`src/rtl/timer_wakeup_capture_if.sv`:
```
// Timestamp stream between the wakeup capture block and its downstream reader.
interface timer_wakeup_capture_if;
  logic [19:0] ts_data;
  logic [19:0] ts_delta;
  logic        ts_valid;
  logic        ts_ready;

  modport master (output ts_data, output ts_delta, output ts_valid, input ts_ready);
  modport slave  (input ts_data, input ts_delta, input ts_valid, output ts_ready);
endinterface

```
`src/rtl/timer_wakeup_capture.sv`:
```
// Samples the wakeup timer's mixed Gray/binary count, decodes it, and queues a
// timestamp plus elapsed-count delta on every enabled wakeup rising edge.
module timer_wakeup_capture #(
  parameter int DEPTH = 4,
  parameter int CW    = 20
) (
  input  logic                     clk,
  input  logic                     clr_n,
  input  logic                     en,
  input  logic                     flush,
  input  logic [CW-1:0]            cnt_in,
  input  logic                     wakeup_in,
  timer_wakeup_capture_if.master   ts,
  output logic [$clog2(DEPTH):0]   level,
  output logic                     overflow
);

  localparam int AW = $clog2(DEPTH);
  localparam int LW = AW + 1;

  typedef logic [2*CW-1:0] entry_t;

  logic [CW-1:0] cnt_s_q, cnt_s_d;
  logic          wk_s_q, wk_s_d;
  logic          wk_p_q, wk_p_d;
  entry_t        mem_q [DEPTH];
  entry_t        mem_d [DEPTH];
  logic [AW-1:0] wr_ptr_q, wr_ptr_d;
  logic [AW-1:0] rd_ptr_q, rd_ptr_d;
  logic [LW-1:0] count_q, count_d;
  logic [CW-1:0] last_bin_q, last_bin_d;
  logic          first_q, first_d;
  logic          overflow_q, overflow_d;

  logic [CW-1:0] bin;
  logic [CW-1:0] delta;
  logic          evt, full, pop, push, drop;

  // Gray nibbles decode MSB-down; the two top binary nibbles pass straight through.
  always_comb begin
    bin = cnt_s_q;
    for (int n = 0; n < 3; n++) begin
      for (int i = 2; i >= 0; i--) begin
        bin[4*n+i] = bin[4*n+i+1] ^ cnt_s_q[4*n+i];
      end
    end
  end

  assign evt   = wk_s_q & ~wk_p_q & en;
  assign full  = (count_q == LW'(DEPTH));
  assign pop   = ts.ts_valid & ts.ts_ready;
  assign push  = evt & (~full | pop);
  assign drop  = evt & full & ~pop;
  assign delta = first_q ? '0 : (bin - last_bin_q);

  always_comb begin
    cnt_s_d    = cnt_in;
    wk_s_d     = wakeup_in;
    wk_p_d     = wk_s_q;
    mem_d      = mem_q;
    wr_ptr_d   = wr_ptr_q;
    rd_ptr_d   = rd_ptr_q;
    count_d    = count_q;
    last_bin_d = last_bin_q;
    first_d    = first_q;
    overflow_d = overflow_q;
    if (flush) begin
      wr_ptr_d   = '0;
      rd_ptr_d   = '0;
      count_d    = '0;
      first_d    = 1'b1;
      overflow_d = 1'b0;
    end else begin
      if (push) begin
        mem_d[wr_ptr_q] = {bin, delta};
        wr_ptr_d        = wr_ptr_q + AW'(1);
        last_bin_d      = bin;
        first_d         = 1'b0;
      end
      if (pop) begin
        rd_ptr_d = rd_ptr_q + AW'(1);
      end
      unique case ({push, pop})
        2'b10:   count_d = count_q + LW'(1);
        2'b01:   count_d = count_q - LW'(1);
        default: count_d = count_q;
      endcase
      if (drop) begin
        overflow_d = 1'b1;
      end
    end
  end

  always_ff @(posedge clk or negedge clr_n) begin
    if (!clr_n) begin
      cnt_s_q    <= '0;
      wk_s_q     <= 1'b0;
      wk_p_q     <= 1'b0;
      for (int i = 0; i < DEPTH; i++) begin
        mem_q[i] <= '0;
      end
      wr_ptr_q   <= '0;
      rd_ptr_q   <= '0;
      count_q    <= '0;
      last_bin_q <= '0;
      first_q    <= 1'b1;
      overflow_q <= 1'b0;
    end else begin
      cnt_s_q    <= cnt_s_d;
      wk_s_q     <= wk_s_d;
      wk_p_q     <= wk_p_d;
      mem_q      <= mem_d;
      wr_ptr_q   <= wr_ptr_d;
      rd_ptr_q   <= rd_ptr_d;
      count_q    <= count_d;
      last_bin_q <= last_bin_d;
      first_q    <= first_d;
      overflow_q <= overflow_d;
    end
  end

  assign ts.ts_valid = (count_q != '0);
  assign ts.ts_data  = mem_q[rd_ptr_q][2*CW-1:CW];
  assign ts.ts_delta = mem_q[rd_ptr_q][CW-1:0];
  assign level       = count_q;
  assign overflow    = overflow_q;

endmodule

```
`src/flat_wrapper.sv`:
```
// flat-port wrapper written by rule: the top's interface ports become plain ports
module timer_wakeup_capture_flat 
#(
  parameter int DEPTH = 4,
  parameter int CW    = 20
)
  (clk, clr_n, en, flush, cnt_in, wakeup_in, level, overflow, ts_ts_data, ts_ts_delta, ts_ts_valid, ts_ts_ready);
  timer_wakeup_capture_if ts_i ();
  input  logic clk;
  input  logic clr_n;
  input  logic en;
  input  logic flush;
  input  logic [CW-1:0] cnt_in;
  input  logic wakeup_in;
  output logic [$clog2(DEPTH):0] level;
  output logic overflow;
  output wire logic [$bits(ts_i.ts_data)-1:0] ts_ts_data;
  output wire logic [$bits(ts_i.ts_delta)-1:0] ts_ts_delta;
  output wire logic [$bits(ts_i.ts_valid)-1:0] ts_ts_valid;
  input wire logic [$bits(ts_i.ts_ready)-1:0] ts_ts_ready;
  assign ts_ts_data = ts_i.ts_data;
  assign ts_ts_delta = ts_i.ts_delta;
  assign ts_ts_valid = ts_i.ts_valid;
  assign ts_i.ts_ready = ts_ts_ready;
  timer_wakeup_capture #(.DEPTH(DEPTH), .CW(CW)) u_core (.clk(clk), .clr_n(clr_n), .en(en), .flush(flush), .cnt_in(cnt_in), .wakeup_in(wakeup_in), .ts(ts_i), .level(level), .overflow(overflow));
endmodule
```
`config.mk`:
```
export PLATFORM = sky130hd
export DESIGN_NAME = timer_wakeup_capture_flat
export DESIGN_NICKNAME = d
export VERILOG_FILES = /design/src/rtl/timer_wakeup_capture_if.sv /design/src/rtl/timer_wakeup_capture.sv /design/src/flat_wrapper.sv
export SDC_FILE = /design/constraint.sdc
export NUM_CORES = 1
export LEC_CHECK = 0
export CAP_MARGIN = 20
export CORE_MARGIN = 1
export CORE_UTILIZATION = 30
export CTS_BUF_LIST = sky130_fd_sc_hd__clkbuf_2 sky130_fd_sc_hd__clkbuf_4 sky130_fd_sc_hd__clkbuf_8
export DETAILED_ROUTE_END_ITERATION = 16
export GPL_TIMING_DRIVEN = 0
export PLACE_DENSITY = 0.45
export SLEW_MARGIN = 20
export SYNTH_ARGS = -nofsm -noshare
export SYNTH_HDL_FRONTEND = slang
export SYNTH_SLANG_ARGS = --single-unit
export TNS_END_PERCENT = 20
```
`constraint.sdc`:
```
create_clock -name clk -period 7 [get_ports clk]
set_input_delay 2.1 -clock clk [delete_from_list [all_inputs] [get_ports clk]]
set_output_delay 2.1 -clock clk [all_outputs]
set_load 0.1 [all_outputs]
```
==> load_flow_metrics.sql, run 1 <==
INSERT INTO impl_metrics (metric_group, metric, value, unit) VALUES
('run_status', 'status', 'complete, no violations', ''),
('global_route', 'grt_use_met3', '2.588', '%'),
('power_and_ir_drop', 'pwr_density_cell', '380.7', 'mW/mm²'),
('setup_path', 'worstSetupPathType', 'flop to output pin', ''),
('yosys', 'yosysSeqAreaShare', '53.07', '%'),
('setup_path', 'worstRegToRegCells', '11', ''),
('yosys', 'post_synth_main_area_contributors', 'sky130_fd_sc_hd__dfrtp_1, sky130_fd_sc_hd__mux4_2, sky130_fd_sc_hd__mux2_2, sky130_fd_sc_hd__nand2_1, sky130_fd_sc_hd__o21ai_0', ''),
('floorplanning', 'core_area', '0.03262', 'mm²'),
('timing', 'max_freq', '0.1832', 'GHz'),
('floorplanning', 'design.die.area', '0.03390', 'mm²'),
('yosys', 'syn-num-nets', '893', ''),
('finish', 'design.final.nets', '1007', ''),
('detailed_routing', 'detail_route.wl_per_cell', '18.93', 'µm'),
('yosys', 'ys_dominant_reg_cell', 'sky130_fd_sc_hd__dfrtp_1', ''),
('setup_path', 'cp-start-kind', 'flop', ''),
('detailed_routing', 'drt_drc_violations_left', '0', ''),
('clock_network', 'clkSlewWorstSetupHoldPaths', '50', 'ps'),
('clock_network', 'cts_repair_resize_count', '0', ''),
('timing', 'period_minus_slack', '5459', 'ps'),
('detailed_routing', 'total_wire_length_after_detailed_routing', '26930', 'µm'),
('clock_network', 'clkSinkCount', '211', ''),
('setup_path', 'path_cells', 'clkbuf_1 -> buf_1 -> mux4_2 -> clkdlybuf4s50_1', ''),
('timing', 'final.setup_skew', '34.81', 'ps'),
('yosys', 'ys.warnings.count', '0', ''),
('worst_hold_path', 'hold_path.class', 'flop to flop', ''),
('finish', 'area_growth', '21.20', '%'),
('placement', 'preCtsSetupSlack', '2021', 'ps'),
('clock_network', 'post_cts_hold_buffer_count', '0', ''),
('setup_path', 'critPathMaxFanout', '10', ''),
('clock_network', 'cts_root_cell', 'sky130_fd_sc_hd__clkbuf_8', ''),
('job', 'cap_violations', '0', ''),
('detailed_routing', 'dr_iter_0_viols', '371', ''),
('power_and_ir_drop', 'peakVddDrop', '0.3640', 'mV'),
('detailed_routing', 'num_vias', '6894', ''),
('yosys', 'synthDominantCellAreaShare', '52.81', '%'),
('timing', 'unrepaired_setup_endpoints_after_global_routing', 'no', ''),
('setup_path', 'crit_path_end_kind', 'output pin', ''),
('finish', 'fill_cells', '3260', ''),
('power_and_ir_drop', 'static-leakage-power', '5.317', 'nW'),
('placement', 'instance_area_at_placement', '0.01126', 'mm²'),
('global_route', 'antenna_found_initial', '0', ''),
('clock_network', 'cts.htree.levels', '2', ''),
('setup_path', 'worst_path_largest_cell_delay', '1150', 'ps'),
('finish', 'finalInstanceArea', '0.01206', 'mm²'),
('setup_path', 'crit_required', '4900', 'ps'),
('global_route', 'gr-max-usage-layer', 'met2', ''),
('timing', 'worst_case_hold_slack', '398.1', 'ps'),
('yosys', 'yosys_register_bits', '211', ''),
('yosys', 'synthArstFlopShare', '100.0', '%'),
('timing', 'worst_slew_pin_slew', '984.6', 'ps'),
('yosys', 'synth.cell_area', '0.009951', 'mm²'),
('floorplanning', 'rows', '66', ''),
('timing', 'timing_hold_violations_final', '0', ''),
('clock_network', 'cts-buffers-inserted', '40', ''),
('clock_network', 'later_pin_clock_latency_in_the_skew_report', '550', 'ps'),
('floorplanning', 'start_util', '30.51', '%'),
('timing', 'timing.max_slew.rel_slack', '34.15', '%'),
('placement', 'dp_hpwl', '17890', 'µm'),
('clock_network', 'cts_buffer_depth', '3', ''),
('global_route', 'vias_in_the_first_global_route', '7333', ''),
('placement', 'buffer_ports.inserted', '70', ''),
('setup_path', 'r2r_setup_slack', '2800', 'ps'),
('setup_path', 'crit_path_slowest_cell', 'sky130_fd_sc_hd__clkdlybuf4s50_1', ''),
('finish', 'final_layout_size_suffix_gt1_share', '21.00', '%'),
('yosys', 'postSynthCellCount', '842', ''),
('setup_path', 'cpLargestDelayFamily', 'buffers and inverters', ''),
('setup_path', 'worst_ep_arrival_time', '3360', 'ps'),
('detailed_routing', 'postRouteAntennaNets', '0', ''),
('timing', 'min_period_over_period', '77.99', '%'),
('worst_hold_path', 'min_to', 'u_core.wk_p_q', ''),
('floorplanning', 'die_width', '184.1', 'µm');
-- cell families (layout without fill, tap and decap cells) --
logic type | after synthesis | in the layout | share of synthesized area, %
buffers and inverters | 83 | 222 | 3.659
XOR/XNOR | 26 | 26 | 2.590
AND/OR/NAND/NOR | 211 | 211 | 9.418
multiplexers | 104 | 104 | 16.26
AO/OA/AOI/OAI | 182 | 182 | 11.71
adder cells (fa/ha/maj) | 25 | 25 | 3.294
flip-flops | 211 | 211 | 53.07
-- final cells by class --
type / instances / area, µm² / area share, %
multi-input cells: 548 / 4305 / 35.70
clock buffers: 59 / 743.2 / 6.162
clock inverters: 8 / 52.55 / 0.4357
inverters: 31 / 116.4 / 0.9648
repair buffers: 72 / 760.7 / 6.308
plain buffers: 52 / 247.7 / 2.054
flip-flops and latches: 211 / 5281 / 43.79
well taps: 442 / 553.0 / 4.586
-- Yosys cell counts (all sizes together), types with 18 or more instances --
cell / instances
a21oi: 23
a22o: 20
buf: 25
clkbuf: 27
dfrtp: 210
ha: 23
inv: 31
mux2: 61
mux4: 40
nand2: 130
nor2: 27
o21ai: 83
o31ai: 24
xor2: 18
-- worst reg2reg max path: stages (launching register included) --
cell and delay (ps):
sky130_fd_sc_hd__dfrtp_1 490, sky130_fd_sc_hd__xnor2_2 430, sky130_fd_sc_hd__xor2_1 600, sky130_fd_sc_hd__xor2_1 560
sky130_fd_sc_hd__inv_1 100, sky130_fd_sc_hd__ha_1 400, sky130_fd_sc_hd__nand3_1 110, sky130_fd_sc_hd__a21oi_2 210
sky130_fd_sc_hd__o21ai_2 160, sky130_fd_sc_hd__o311a_1 380, sky130_fd_sc_hd__nor3_1 500, sky130_fd_sc_hd__o31ai_1 150
-- registers in the layout (all words and copies together) (netlist names) --
| register | flops |
|---|---|
| u_core.wk_p_q | 1 |
| u_core.wr_ptr_q | 2 |
| u_core.rd_ptr_q | 2 |
| u_core.level | 3 |
| u_core.wk_p_d | 1 |
| u_core.overflow | 1 |
| u_core.cnt_s_q | 20 |
| u_core.mem_q | 160 |
| u_core.last_bin_q | 20 |
| u_core.first_q | 1 |
-- worst max-delay path by stage --
stage                            start                end  slack, ps  cells after the start
global placement                 clr_n  u_core.mem_q[101]      -5690                      1
CTS                 u_core.rd_ptr_q[1]     ts_ts_delta[3]       1450                      4
finish              u_core.rd_ptr_q[1]    ts_ts_delta[11]       1540                      4
detailed placement  u_core.rd_ptr_q[1]     ts_ts_delta[3]       2020                      4
global route        u_core.rd_ptr_q[1]    ts_ts_delta[17]       1400                      4
floorplan              u_core.level[0]        ts_ts_valid       3030                      1
-- metal layers --
layer	wire length, µm	up-vias
met5	0	-
met4	600	0
met3	1103	51
met2	12280	155
met1	12950	3464
li1	-	3224
-- stage by stage --
step | utilization (%) | std cells | setup TNS [ps]
4_1_cts | 36.97 | 1423 | 0
5_1_grt | 36.97 | 1423 | 0
3_3_place_gp | 34.35 | 1354 | -1191650
6_report | 36.97 | 1423 | 0
3_5_place_dp | 34.53 | 1356 | 0
2_1_floorplan | - | 842 | 0
-- power by group --
group / internal, W / switching, W
Clock: 0.000680 / 0.000525
Sequential: 0.00137 / 0.0000862
Combinational: 0.000566 / 0.00136
-- layout by cell type, fill, tap and decap left out, drive strengths merged, types with 10 or more instances in the layout --
cell / n
a21oi: 23
a22o: 20
buf: 28
clkbuf: 86
clkdlybuf4s50: 69
dfrtp: 210
ha: 23
inv: 33
mux2: 61
mux4: 40
nand2: 130
nand2b: 10
nand3: 11
nor2: 27
o21ai: 83
o31ai: 24
xor2: 18
No activity file was read; power rests on OpenSTA's default activity.
==> inputs of run 2 (changes only) <==
Clock period 7 ns to 5.21 ns, I/O delays scaled along.
==> results of run 2 <==
The final DEF is identical to that of run 1. Status: complete, no violations.
Main changes from that run: setup slack after placement 2021 ps -> 768.0 ps; setup slack after layout 1541 ps -> 287.5 ps; register-to-register setup slack 2800 ps -> 1010 ps; total power 0.004591 W -> 0.006168 W; worst IR drop on VDD 0.3640 mV -> 0.4891 mV
